==> config.mk <==
export PLATFORM = sky130hd
export DESIGN_NAME = rx_sync_ctrl
export DESIGN_NICKNAME = d
export VERILOG_FILES = /design/src/rtl/rx_sync_ctrl.sv
export SDC_FILE = /design/constraint.sdc
export NUM_CORES = 1
export LEC_CHECK = 0
export ABC_AREA = 0
export BUFFER_PORTS_ARGS = -buffer_cell sky130_fd_sc_hd__buf_4
export CAP_MARGIN = 20
export CELL_PAD_IN_SITES_DETAIL_PLACEMENT = 1
export CELL_PAD_IN_SITES_GLOBAL_PLACEMENT = 2
export CORE_MARGIN = 5
export CORE_UTILIZATION = 36
export CTS_CLUSTER_DIAMETER = 40
export CTS_CLUSTER_SIZE = 25
export DETAILED_ROUTE_END_ITERATION = 10
export PLACE_DENSITY_LB_ADDON = 0.1
export RECOVER_POWER = 50
export SLEW_MARGIN = 15
export SYNTH_ARGS = -nofsm -noshare
export SYNTH_HDL_FRONTEND = slang
export SYNTH_SLANG_ARGS = --single-unit
==> constraint.sdc <==
create_clock -name clk_32f -period 2.84 [get_ports clk_32f]
set_input_delay 0.284 -clock clk_32f [delete_from_list [all_inputs] [get_ports clk_32f]]
set_output_delay 0.284 -clock clk_32f [all_outputs]
set_load 0.01 [all_outputs]
==> src/rtl/rx_sync_ctrl.sv <==
// Serial comma-alignment and 4-lane byte sequencer for the PHY receive path.
// Optional slip detection (sync_err) when RX_SLIP_DET_EN is defined.
module rx_sync_ctrl #(
  parameter logic [7:0] COMMA    = 8'hBC,
  parameter int         LOCK_CNT = 4
) (
  input  logic       clk_32f,
  input  logic       rst,
  input  logic       serial_in,
  output logic [7:0] out0,
  output logic [7:0] out1,
  output logic [7:0] out2,
  output logic [7:0] out3,
  output logic       val_out0,
  output logic       val_out1,
  output logic       val_out2,
  output logic       val_out3,
  output logic       active,
  output logic       sync_err
);

  typedef enum logic [1:0] {
    SEARCH,
    LOCKING,
    ACTIVE
  } state_t;

  state_t          state, state_n;
  logic [6:0]      shift_reg;
  logic [2:0]      bit_cnt, bit_cnt_n;
  logic [3:0]      comma_cnt, comma_cnt_n;
  logic [1:0]      lane_ptr, lane_ptr_n;
  logic [3:0][7:0] lanes, lanes_n;
  logic [3:0]      val, val_n;
  logic            sync_err_n;

  logic [7:0] w;
  logic       is_comma;
  logic       boundary;

  // Only the 7 previous bits are kept; the current bit completes the window.
  assign w        = {shift_reg, serial_in};
  assign is_comma = (w == COMMA);
  assign boundary = (bit_cnt == 3'd7);

  always_comb begin
    state_n     = state;
    bit_cnt_n   = bit_cnt + 3'd1;
    comma_cnt_n = comma_cnt;
    lane_ptr_n  = lane_ptr;
    lanes_n     = lanes;
    val_n       = '0;
    sync_err_n  = 1'b0;
    unique case (state)
      SEARCH: begin
        if (is_comma) begin
          bit_cnt_n   = 3'd0;
          comma_cnt_n = 4'd1;
          state_n     = LOCKING;
        end
      end
      LOCKING: begin
        if (boundary) begin
          if (is_comma) begin
            comma_cnt_n = comma_cnt + 4'd1;
            if (comma_cnt_n == LOCK_CNT[3:0]) begin
              state_n    = ACTIVE;
              lane_ptr_n = 2'd0;
            end
          end else begin
            state_n     = SEARCH;
            comma_cnt_n = 4'd0;
          end
        end
      end
      ACTIVE: begin
        if (boundary) begin
          if (is_comma) begin
            lane_ptr_n = 2'd0;
          end else begin
            lanes_n[lane_ptr] = w;
            val_n[lane_ptr]   = 1'b1;
            lane_ptr_n        = lane_ptr + 2'd1;
          end
        end
`ifdef RX_SLIP_DET_EN
        else if (is_comma) begin
          // Comma off the byte grid: alignment lost, drop the partial byte.
          sync_err_n  = 1'b1;
          state_n     = SEARCH;
          comma_cnt_n = 4'd0;
          lane_ptr_n  = 2'd0;
        end
`endif
      end
      default: state_n = SEARCH;
    endcase
  end

  always_ff @(posedge clk_32f) begin
    if (rst) begin
      state     <= SEARCH;
      shift_reg <= '0;
      bit_cnt   <= '0;
      comma_cnt <= '0;
      lane_ptr  <= '0;
      lanes     <= '0;
      val       <= '0;
      active    <= 1'b0;
      sync_err  <= 1'b0;
    end else begin
      state     <= state_n;
      shift_reg <= w[6:0];
      bit_cnt   <= bit_cnt_n;
      comma_cnt <= comma_cnt_n;
      lane_ptr  <= lane_ptr_n;
      lanes     <= lanes_n;
      val       <= val_n;
      active    <= (state_n == ACTIVE);
      sync_err  <= sync_err_n;
    end
  end

  assign out0     = lanes[0];
  assign out1     = lanes[1];
  assign out2     = lanes[2];
  assign out3     = lanes[3];
  assign val_out0 = val[0];
  assign val_out1 = val[1];
  assign val_out2 = val[2];
  assign val_out3 = val[3];

endmodule

# ---- After elaboration in Yosys (flattened, before gate mapping)
# Cells that the tools add are included.
dict set report totals {
  reg_bits 55
  input_bits 3
  out_inout_bits 38
  word_cells 60
}
dict set report classes {
  n_addsub 3
  n_lt_le_gt_ge 2
  eq_ne 11
  mux 22
  n_bitwise 3
  n_reduce_logical 8
}
# cell count
set ops {}
lappend ops {{bitwise mux 32 bit} 1}
lappend ops {{two-way mux 2 bit} 9}
lappend ops {{demux 8 bit (select 2 bit)} 1}
lappend ops {{two-way mux 4 bit} 3}
lappend ops {{!= test 2 bit, second input constant} 5}
lappend ops {{== test 8 bit, second input constant} 1}
lappend ops {{two-way mux 8 bit} 1}
lappend ops {{case mux 4 bit (2 select lines)} 1}
lappend ops {{two-way mux 3 bit} 2}
lappend ops {{case mux 2 bit (3 select lines)} 1}
lappend ops {{AND reduction 3 bit} 2}
lappend ops {{AND reduction 5 bit} 1}
lappend ops {{adder 4 x 1 -> 4 bit, second input constant} 1}
lappend ops {{== test 2 bit, second input constant} 2}
lappend ops {{== test 4 x 3 -> 1 bit, second input constant} 1}
lappend ops {{case mux 2 bit (2 select lines)} 1}
lappend ops {{nonzero test 2 bit} 2}
lappend ops {{OR reduction 4 bit} 1}
lappend ops {{adder 3 x 1 -> 3 bit, second input constant} 1}
lappend ops {{== test 3 bit, second input constant} 1}
lappend ops {{< comparator 2 x 3 -> 1 bit, second input constant} 1}
lappend ops {{inverter 1 bit} 3}
lappend ops {{adder 2 x 1 -> 2 bit, second input constant} 1}
lappend ops {{demux 1 bit (select 2 bit)} 1}
lappend ops {{other kinds (5)} 5}

# ---- Logic depth before layout (Yosys ltp)
# Gate-level depths: netlist of run 1.
dict set report depth {
  depth_word 7
  depth_mapped 7
  depth_no_buf 6
}

# ---- Worst setup path after synthesis of run 1
# OpenSTA, ideal clock, no wires.
dict set report synth_timing {
  path_type {reg-to-reg}
  from {reg shift_reg[5]}
  to {reg lanes, in the netlist out0[2]}
  setup_time_ns 0.128
  t_arrival_ns 1.558
  required_time_ns 2.712
  path_slack_ns 1.154
  stages_incl_launch_ff 6
  n_path_buf 1
  period_less_slack_ns 1.686
  cell_sequence {dfxtp_1 or4b_1 buf_6 o211ai_4 mux2i_1 nor2_1}
}
dict set report synth_between {
  elab_chain_cells 3
}
# element line
set synth_lines {}
lappend synth_lines {{start, declared} 29} ;# logic [6:0] shift_reg;
lappend synth_lines {{start signal, assigned} 113} ;# shift_reg <= w[6:0];
lappend synth_lines {{== test 8 bit} 43} ;# assign is_comma = (w == COMMA);
lappend synth_lines {{inverter 1 bit (no source line)} --}
lappend synth_lines {{AND reduction 3 bit (no source line)} --}
lappend synth_lines {{end signal, assigned} 117} ;# lanes <= lanes_n;
lappend synth_lines {{end, declared} 33} ;# logic [3:0][7:0] lanes, lanes_n;
# Every way passes these cells.
# A chain may end at the register's enable or synchronous reset.

==> impl_summary.txt, run 1 <==
----------------------------------------------------
[Status]
  Outcome ... finished, violations left
  Failing checks ... max-capacitance violations, max-slew violations

[Power]
  Leak pwr ... 1.01 nW
  Pwr dens ... 506 mW/mm²
  Share of total power in sequential cells ... 62.8%
  Final total power ... about 1.2 mW
  Proportion of power drawn by the clock network ... approximately a third
  Switching power summed over all nets ... 0.285 mW
  Design internal power ... 0.961 mW
  Portion of total power attributed to combinational logic ... 1.9%
  Switching share of power ... 22.9%
  Maximum ir drop on the vdd rail ... 0.000226 V

[Yosys]
  Mapped cell area ... 0.00217 mm²
  Flip-flop and latch count after synthesis ... 55
  Cells after synthesis ... 213
  Fraction of registers with async set or reset after synthesis ... 0%
  Number of warnings printed during yosys synthesis ... 0
  Synth Flop Type ... sky130_fd_sc_hd__dfxtp_1
  Post-synth EDFFs ... 0
  Mapped Avg Cell Area ... 10.2 µm²
  Sequential fraction of the synthesis area ... 50.7%
  Post-synth cell types ... 39
  Mapped Nets ... 224

[GRT]
  Wire length of the first global-routing pass ... 8140 µm
  Antenna violations before repair ... 0
  Maximum number of pins on one net before global-route repair ... 55
  Via count of the first global-routing pass ... 1697
  Gr ovfl total ... 0
  GR Util All Layers ... between 10% and 20%

[Route]
  Detailed Route WL ... 4920 µm
  Detailed-route via count ... ~1600
  Number of remaining DRC errors ... 0
  DRC violation total after the first TritonRoute iteration ... 52
  WL per Instance ... between 15 and 20 µm
  Via/cell ratio ... 4.94
  Number of search-and-repair iterations in the first detailed-routing pass ... 4
  Antenna Nets Post-Route ... 0

[STA]
  Worst-margin pin slew ... roughly 2.4 ns
  Period utilisation layout ... 80.9%
  Final-layout setup total negative slack ... 0 ns
  Worst slew margin relative to its limit ... -58.5%
  Total of endpoints with negative setup slack in the final report ... 0
  Shortest clock period the worst path allows after layout ... 2.30 ns
  RSZ-0062 raised after global routing ... false
  Final hold violation count ... 0
  Number of max-slew violations in the final report ... between 50 and 60
  Fmax ... ~440 MHz
  Post-Route Skew ... 0.00861 ns

[Floorplanning]
  Die boundary height ... roughly 90 µm
  Standard-cell rows ... 28
  Die X ... 87.6 µm
  Top-Level Pins ... 41
  Die area ... 0.00768 mm²
  Placeable core region ... 0.00589 mm²
  Initial standard-cell utilization of the core ... 36.9%

[Placed design]
  Final weighted congestion in routability-driven placement ... 0.727
  Port-buffer cells ... 39
  Detailed placer's ending HPWL ... 3450 µm

[Critical path]
  Type of element launching the critical path ... primary input
  Cell with the biggest individual delay on the critical path ... sky130_fd_sc_hd__clkbuf_1
  Max stage delay on crit path ... 1.66 ns
  Largest fanout on the critical path ... 54
  Crit path cell chain ... clkbuf_1, nor2_1, and2_1
  Critical setup path kind ... in -> reg
  Required time reported for the critical path endpoint ... 3.04 ns
  Arrival time worst endpoint ... 2.50 ns
  Buffering stage count on the worst path with inverters included ... 1
  Critical path's top delay family ... buffers and inverters
  Critical path capture point type ... flop

[Clock tree]
  Post-CTS Setup Repair Bufs ... 0
  CTS Sinks ... 55
  Post-CTS Hold Buffers ... 0
  Clock slew at the register clock pins of the worst setup and hold paths ... ~0.10 ns
  Clock root buffer master ... sky130_fd_sc_hd__clkbuf_8
  Source-to-sink clock delay at the later pin of the worst-skew pair ... 0.31 ns
  Post-cts repair resize count ... 0
  Number of buffers inserted during clock tree synthesis ... 5
  H-tree depth reported by CTS ... 2
  Maximum buffer depth of the clock tree ... 2
  CTS tree ... yes

[Finish]
  Count of nets after finishing ... 261
  Commonest non-fill, non-tap cell in the layout ... sky130_fd_sc_hd__dfxtp_1
  ANT cells ... 0
  Most frequent cells in the layout ... sky130_fd_sc_hd__dfxtp_1, sky130_fd_sc_hd__clkbuf_1, sky130_fd_sc_hd__nor2_1
  Area delta synth->final ... 13.3%
  Share of post-route cells with drive strength above 1 ... 7.97%

[Job]
  Number of max-cap violations ... 1

[Hold path]
  Worst hold path type ... in -> reg

----------------------------------------------------
## worst register-to-register path, cell delays in order, from the launching register on
cell                       delay [ns]
sky130_fd_sc_hd__dfxtp_1         0.46
sky130_fd_sc_hd__or4b_1          0.73
sky130_fd_sc_hd__o211ai_4        0.50
sky130_fd_sc_hd__mux2i_1         0.24
sky130_fd_sc_hd__nor2_1          0.05
## cell usage after synthesis (3+ instances only)
| cell | instances | share of area (%) |
|---|---|---|
| sky130_fd_sc_hd__nand2_1 | 13 | 2.2 |
| sky130_fd_sc_hd__nor2b_1 | 8 | 2.3 |
| sky130_fd_sc_hd__a21oi_1 | 18 | 4.2 |
| sky130_fd_sc_hd__mux2i_1 | 20 | 9.2 |
| sky130_fd_sc_hd__nand3b_1 | 3 | 1.0 |
| sky130_fd_sc_hd__dfxtp_1 | 55 | 51 |
| sky130_fd_sc_hd__clkbuf_1 | 6 | 1.0 |
| sky130_fd_sc_hd__nor2_1 | 27 | 4.7 |
| sky130_fd_sc_hd__o211ai_4 | 4 | 3.9 |
| sky130_fd_sc_hd__ha_1 | 8 | 4.6 |
| sky130_fd_sc_hd__nand3_1 | 17 | 3.9 |
## cell type report
type,count,area (µm²)
clock buffer,6,72.6
clock inverter,2,16.3
fill,689,3430
inverter,2,7.51
multi-input combinational,146,1010
sequential,55,1100
tap,75,93.8
timing repair buffer,40,158
## layer usage
| metal | vias to the layer above | global-route usage [%] | part of all wire [%] |
|---|---|---|---|
| met5 | - | 0 | 0 |
| met1 | 766 | 17.6 | 49 |
| met3 | 6 | 2.73 | 4.5 |
| met4 | 0 | 4.18 | 1.0 |
| met2 | 30 | 22.0 | 45 |
| li1 | 809 | - | - |
## power groups by stage
stage                     registers (mW)  clock network (mW)  logic [mW]
after floorplan                    0.798                   0      0.0200
after global placement             0.800                   0      0.0247
after detailed placement           0.800                   0      0.0247
after CTS                          0.782               0.452      0.0250
after global routing               0.783               0.485      0.0268
final                              0.782               0.439      0.0239
## metrics by stage
stage / std cells / cell area (µm²) / setup WS (ns) / hold WS (ns) / util (%)
3_3_place_gp: 318 / 2510 / 0.712 / 0.425 / 42.7
5_1_grt: 326 / 2460 / 0.301 / 0.252 / 41.8
6_report: 326 / 2460 / 0.541 / 0.237 / 41.8
3_5_place_dp: 318 / 2510 / 0.702 / 0.439 / 42.7
4_1_cts: 326 / 2600 / 0.706 / 0.232 / 44.2
2_1_floorplan: 213 / 2170 / 1.15 / 0.408 / -
## kinds of logic after synthesis
family,share of synthesized area (%)
compound gates,11.4
xor+xnor,0.404
fa+ha+maj,4.61
buf+inv,2.71
flops,50.7
mux,9.23
other cells,0.173
simple gates,20.7
## path summary, 6_finish.rpt
check	start	endpoint	slack, ns	cells after the start
setup / recovery	rst	bit_cnt[2]	0.54	3
hold / removal	serial_in	shift_reg[0]	0.24	2
setup reg to reg	shift_reg[1]	out2[5]	0.67	4
hold reg to reg	bit_cnt[0]	bit_cnt[0]	0.45	1
Note: power is estimated with default switching activity, not from simulation.
==> inputs of run 2 (changes only) <==
ABC_AREA = 1   (was 0)
CORE_UTILIZATION = 27   (was 36)
clock period = 1.9 ns   (was 2.84 ns; I/O delays follow)
==> run 2 against run 1 <==
  * Worst hold slack lost 0.073 ns
  * Register-to-register slack lost 0.36 ns
  * Total power grew 54%
  * Synthesized cell count grew 33%
  * Sequential power grew 48%
  * Via count grew 17%
  * Worst setup slack lost 0.23 ns
  * The run now ends clean
  * Clock power grew 58%
  * Core utilization shrank 8.2 points
  * Count of clock-buffer cells in the layout grew 1
  * Area after synthesis shrank 0.69%
  * Sequential share of layout area shrank 2.6 points
==> impl_summary.txt, run 2 <==
----------------------------------------------------
[Critical path]
  Worst reg2reg path startpoint ... bit_cnt[0]
  Crit path cell chain ... ha_1, ha_1, and3_1, o21ai_1, buf_4, nand2_1, nand2_1, nor2_1
  Worst setup startpoint ... bit_cnt[0]
  Type of element launching the critical path ... flop
  Cell with the biggest individual delay on the critical path ... sky130_fd_sc_hd__dfxtp_1
  Largest fanout on the critical path ... 8
  Critical path capture point type ... flop
  Worst reg2reg path endpoint ... comma_cnt[1]
  Worst setup slack for register-to-register paths ... 0.31 ns
  Critical setup path kind ... reg -> reg
  Arrival time worst endpoint ... 1.79 ns
  Depth of the most critical reg-to-reg path ... 8
  Max stage delay on crit path ... 0.32 ns
  Required time reported for the critical path endpoint ... 2.10 ns
  Worst setup endpoint ... comma_cnt[1]

[Route]
  Number of search-and-repair iterations in the first detailed-routing pass ... 4
  Antenna Nets Post-Route ... 0
  Detailed Route WL ... 5990 µm
  DRC violation total after the first TritonRoute iteration ... 27
  Via/cell ratio ... 4.30
  Number of remaining DRC errors ... 0
  WL per Instance ... 13.6 µm
  Detailed-route via count ... 1886

[STA]
  Shortest clock period the worst path allows after layout ... 1.59 ns
  Number of max-slew violations in the final report ... 0
  Worst slew margin relative to its limit ... roughly two fifths
  Fmax ... 631 MHz
  Worst-margin pin slew ... 0.877 ns
  Period utilisation layout ... 83.5%
  Final-layout setup total negative slack ... 0 ns
  Worst path setup slack after routing ... 0.314 ns
  Final hold violation count ... 0
  RSZ-0062 raised after global routing ... false
  Total of endpoints with negative setup slack in the final report ... 0
  Post-Route Skew ... 0.0144 ns

[Floorplanning]
  Die area ... 0.00987 mm²
  Placeable core region ... between 0.007 and 0.008 mm²
  Top-Level Pins ... 41
  Die boundary height ... roughly 100 µm
  Standard-cell rows ... 32
  Initial standard-cell utilization of the core ... 27.7%
  Die X ... 99.3 µm

[Yosys]
  Synth area leaders ... sky130_fd_sc_hd__dfxtp_1, sky130_fd_sc_hd__nor2_1, sky130_fd_sc_hd__nand2_1
  Most frequently used cell type in the post-synthesis netlist ... sky130_fd_sc_hd__nor2_1
  Mapped Avg Cell Area ... 7.61 µm²
  Number of warnings printed during yosys synthesis ... 0
  Cells after synthesis ... 283
  Post-synth EDFFs ... 0
  Mapped Nets ... 294
  Synth Flop Type ... sky130_fd_sc_hd__dfxtp_1
  Flip-flop and latch count after synthesis ... 55
  Fraction of registers with async set or reset after synthesis ... 0%
  Sequential fraction of the synthesis area ... 51.1%
  Area fraction of the dominant cell type after synthesis ... 51.1%
  Post-synth top area cell ... sky130_fd_sc_hd__dfxtp_1
  Mapped cell area ... around 0.0022 mm²
  Top cell types by occurrence after synthesis ... sky130_fd_sc_hd__nor2_1, sky130_fd_sc_hd__dfxtp_1, sky130_fd_sc_hd__nand2_1
  Post-synth cell types ... 22

[Finish]
  Share of post-route cells with drive strength above 1 ... 9.20%
  Commonest non-fill, non-tap cell in the layout ... sky130_fd_sc_hd__nor2_1
  Most frequent cells in the layout ... sky130_fd_sc_hd__nor2_1, sky130_fd_sc_hd__dfxtp_1, sky130_fd_sc_hd__clkbuf_1
  Area delta synth->final ... 21.1%
  # fillers ... 996
  ANT cells ... 0
  Count of nets after finishing ... around 350

[GRT]
  Maximum number of pins on one net before global-route repair ... 26
  Gr ovfl total ... 0
  Antenna violations before repair ... 0
  Wire length of the first global-routing pass ... approximately 10000 µm
  Via count of the first global-routing pass ... between 1500 and 2000
  GR Util All Layers ... 13.1%

[Placed design]
  Final weighted congestion in routability-driven placement ... just under 0.7
  Port-buffer cells ... 39
  Worst slack after detailed placement ... 0.319 ns
  Detailed placer's ending HPWL ... ~4300 µm

[Clock tree]
  Post-CTS Setup Repair Bufs ... 0
  Number of buffers inserted during clock tree synthesis ... 5
  Clock root buffer master ... sky130_fd_sc_hd__clkbuf_8
  CTS tree ... yes
  Post-CTS Hold Buffers ... 0
  Post-cts repair resize count ... 0
  CTS Sinks ... 55
  Maximum buffer depth of the clock tree ... 2
  H-tree depth reported by CTS ... 2
  Source-to-sink clock delay at the later pin of the worst-skew pair ... 0.31 ns
  Clock slew at the register clock pins of the worst setup and hold paths ... 0.11 ns

[Status]
  Outcome ... complete, no violations

[Power]
  Maximum ir drop on the vdd rail ... ~0.00026 V
  Pwr dens ... 733 mW/mm²
  Leak pwr ... 1.20 nW

[Job]
  Number of max-cap violations ... 0

[Hold path]
  Worst hold path type ... in -> reg

----------------------------------------------------
[run 2: worst min path at each step]
stage | start | endpoint | cells after the start
after global placement | shift_reg[5] | shift_reg[6] | 2
final | serial_in | shift_reg[0] | 3
after floorplan | serial_in | shift_reg[0] | 2
after CTS | serial_in | shift_reg[0] | 3
after global routing | serial_in | shift_reg[0] | 3
after detailed placement | shift_reg[5] | shift_reg[6] | 2
[run 2: power by group]
part           switching (mW)  total [mW]  internal [mW]
Sequential            0.00332        1.16           1.16
Combinational          0.0392      0.0560         0.0169
Clock                   0.392       0.692          0.300
[run 2: layer usage]
metal / GRT usage [%] / wire, µm
met2: 21.6 / 2770
met3: 2.88 / 207
met1: 17.3 / 2950
met5: 0 / 0
met4: 3.47 / 70
[run 2: cell type report]
cell class                      instances  area, µm²  share of cell area [%]
Clock buffer                            7       86.3                    3.31
Clock inverter                          1       8.76                   0.336
Inverter                               31        119                    4.55
Multi-Input combinational cell        190        903                    34.6
Sequential cell                        55       1100                    42.2
Tap cell                              102        128                    4.89
Timing Repair Buffer                   53        264                    10.1
[run 2: per-stage QoR]
step | area, µm² | utilization, % | power (mW) | hold slack (ns) | std cells
floorplan | 2150 | - | 1.22 | 0.315 | 283
global placement | 2660 | 34.3 | 1.25 | 0.436 | 431
detailed placement | 2660 | 34.3 | 1.25 | 0.450 | 431
CTS | 2760 | 35.5 | 1.94 | 0.158 | 439
global route | 2610 | 33.6 | 2.01 | 0.165 | 439
finish | 2610 | 33.6 | 1.91 | 0.164 | 439
[run 2: logic make-up after synthesis]
logic type               count (synthesis)  synth area share, %
AND/OR/NAND/NOR                        140                 27.6
other                                    1                0.174
flip-flops                              55                 51.1
adder cells (fa/ha/maj)                  8                 4.65
buffers and inverters                   38                 6.97
AO/OA/AOI/OAI                           41                 9.52
[run 2: worst max-delay path: cells and delay by family (launching register included)]
kind | cells | cell delay, ns
simple gates | 4 | 0.37
buf+inv | 1 | 0.17
compound gates | 1 | 0.14
flops | 1 | 0.32
fa+ha+maj | 2 | 0.46
==> inputs of run 3 (changes only) <==
ABC_AREA = 0   (was 1)
CORE_UTILIZATION = 30   (was 27)
clock period = 1.4 ns   (was 1.9 ns; I/O delays follow)
==> run 3 against run 2 <==
  * The run now ends with negative setup slack left
  * Routed wire length fell by 3.7%
  * Highest routed layer unchanged
  * Die area down 8.5%
  * Total power up 44%
  * Global-route usage is 0.080 points lower
  * Critical path depth is 3 lower
  * Count of clock-buffer cells in the layout shrank 1
  * Via count is 2.3% lower
  * Largest cell class is now multi-input gates
==> impl_summary.txt, run 3 (synthesis gave the netlist of run 1 again) <==
----------------------------------------------------
[Floorplanning]
  Standard-cell rows ... 31
  Placeable core region ... slightly above 0.007 mm²
  Top-Level Pins ... 41
  Die boundary height ... 95.0 µm
  Die X ... 95.0 µm
  Initial standard-cell utilization of the core ... 30.4%
  Die area ... approximately 0.0090 mm²

[Power]
  Final total power ... 2.75 mW
  Maximum ir drop on the vdd rail ... 0.000477 V
  Portion of total power attributed to combinational logic ... between 3 and 4%
  Pwr dens ... 829 mW/mm²
  Switching power summed over all nets ... 0.602 mW
  Share of total power in sequential cells ... between 50 and 60%
  Proportion of power drawn by the clock network ... 39.4%
  Leak pwr ... 1.49 nW
  Design internal power ... 2.15 mW
  Switching share of power ... 21.9%

[Clock tree]
  Clock root buffer master ... sky130_fd_sc_hd__clkbuf_8
  Maximum buffer depth of the clock tree ... 2
  Clock slew at the register clock pins of the worst setup and hold paths ... approximately 0.1 ns
  Number of buffers inserted during clock tree synthesis ... 5
  Source-to-sink clock delay at the later pin of the worst-skew pair ... 0.31 ns
  CTS Sinks ... 55
  H-tree depth reported by CTS ... 2
  CTS tree ... yes

[Critical path]
  Critical path's top delay family ... simple AND/OR/NAND/NOR gates
  Cell with the biggest individual delay on the critical path ... sky130_fd_sc_hd__or4b_4
  Worst reg2reg path startpoint ... shift_reg[5]
  Max stage delay on crit path ... 0.53 ns
  Crit path cell chain ... or4b_4, buf_8, buf_4, or2_4, a2111oi_4
  Buffering stage count on the worst path with inverters included ... 2
  Critical setup path kind ... reg -> reg
  Critical path capture point type ... flop
  Largest fanout on the critical path ... 5
  Type of element launching the critical path ... flop
  Arrival time worst endpoint ... 1.98 ns
  Worst setup startpoint ... shift_reg[5]
  Required time reported for the critical path endpoint ... 1.62 ns

[Finish]
  Final cell utilization of the core ... 46.5%
  ANT cells ... 0
  Count of nets after finishing ... 310
  Share of post-route cells with drive strength above 1 ... 47.3%
  # fillers ... 836
  Sequential standard cell area ... 0.00111 mm²
  Most frequent cells in the layout ... sky130_fd_sc_hd__buf_4, sky130_fd_sc_hd__dfxtp_1, sky130_fd_sc_hd__nor2_1
  Commonest non-fill, non-tap cell in the layout ... sky130_fd_sc_hd__buf_4
  Multi-input gate area in the final layout ... 0.00118 mm²
  Area delta synth->final ... 53.0%
  Final standard cell count with taps included and fillers excluded ... 399

[GRT]
  Gr ovfl total ... 0
  Maximum number of pins on one net before global-route repair ... 33
  GR Util All Layers ... 13.0%
  Antenna violations before repair ... 0
  Via count of the first global-routing pass ... 1788
  Wire length of the first global-routing pass ... 9230 µm

[Placed design]
  Port-buffer cells ... 39
  Post-Place Cells ... 378
  Detailed placer's ending HPWL ... 4050 µm
  Final weighted congestion in routability-driven placement ... between 0.7 and 0.8
  Worst slack after detailed placement ... -0.387 ns

[STA]
  Fmax ... 566 MHz
  RSZ-0062 raised after global routing ... true
  Post-Route Skew ... around 0.007 ns
  Worst path setup slack after routing ... -0.366 ns
  Shortest clock period the worst path allows after layout ... ~1.8 ns
  Number of max-slew violations in the final report ... 0
  Period utilisation layout ... 126%
  Total of endpoints with negative setup slack in the final report ... 48
  Final hold violation count ... 0

[Route]
  Detailed Route WL ... around 5800 µm
  Via/cell ratio ... 4.62
  DRC violation total after the first TritonRoute iteration ... 49
  Number of remaining DRC errors ... 0
  Antenna Nets Post-Route ... 0
  Number of search-and-repair iterations in the first detailed-routing pass ... 4
  Detailed-route via count ... 1842
  WL per Instance ... roughly 14 µm

[Hold path]
  Worst hold path type ... in -> reg
  Startpoint of the tightest hold check path ... serial_in

[Status]
  Failing checks ... negative setup slack
  Outcome ... finished, violations left

[Job]
  Number of max-cap violations ... 0

----------------------------------------------------
[run 3: cell types whose count changed in the layout (fill, tap and decap cells not counted), sizes merged, moves of 4 or more]
cell    before  now
buf         14   89
nor2        95   27
clkbuf      46    6
o21ai       34    1
inv         31    3
mux2i        0   20
nand2       30   13
a21oi        7   18
nor2b        0    8
nand3       10   17
o211ai       0    4
[run 3: area by class of cell]
| type | instances | share of cell area, % |
|---|---|---|
| clock buffers | 6 | 2.19 |
| clock inverters | 2 | 1.17 |
| well taps | 99 | 3.73 |
| flip-flops and latches | 55 | 33.3 |
| multi-input cells | 146 | 35.5 |
| repair buffers | 89 | 23.9 |
| inverters | 2 | 0.226 |
[run 3: path summary, 6_finish.rpt]
kind                        to  slack [ns]  cells after the start
setup / recovery      state[0]       -0.37                      5
hold / removal    shift_reg[0]        0.20                      3
setup reg to reg      state[0]       -0.37                      5
hold reg to reg     bit_cnt[0]        0.44                      1
[run 3: worst reg2reg max path: cells and delay by family, from the launching register on]
family | cells | cell delay, ns
buffers and inverters | 2 | 0.29
flip-flops | 1 | 0.33
AO/OA/AOI/OAI | 1 | 0.27
AND/OR/NAND/NOR | 2 | 0.78
[run 3: metrics by stage]
stage | hold slack [ns] | instance area, µm² | setup TNS (ns)
after floorplan | 0.268 | 2180 | -9.31
final | 0.199 | 3320 | -13.88
after detailed placement | 0.429 | 2880 | -14.08
after global routing | 0.214 | 3320 | -17.07
after global placement | 0.411 | 2880 | -13.89
after CTS | 0.188 | 3170 | -13.59
[run 3: power groups by stage]
stage	logic [mW]	registers [mW]	clock network, mW
final	0.0846	1.58	1.08
after global routing	0.0964	1.59	1.17
after CTS	0.0801	1.58	1.12
after detailed placement	0.0724	1.62	0
after global placement	0.0731	1.62	0
after floorplan	0.0407	1.62	0
[run 3: metal layers]
metal	track usage, %	vias up	routed length (µm)
li1	-	911	-
met3	2.68	4	194
met2	22.0	25	2960
met1	17.2	902	2570
met4	2.52	0	38
met5	0	-	0
[run 3: what timing repair did]
| action | CTS | global route |
|---|---|---|
| pin swaps | 9 | 8 |
| hold endpoints to repair | 0 | 0 |
| hold buffers | 0 | 0 |
| gates resized for setup | 29 | 28 |
| cloned | 1 | 0 |
| setup buffers | 7 | 6 |
| endpoints found under the setup margin | 48 | 48 |
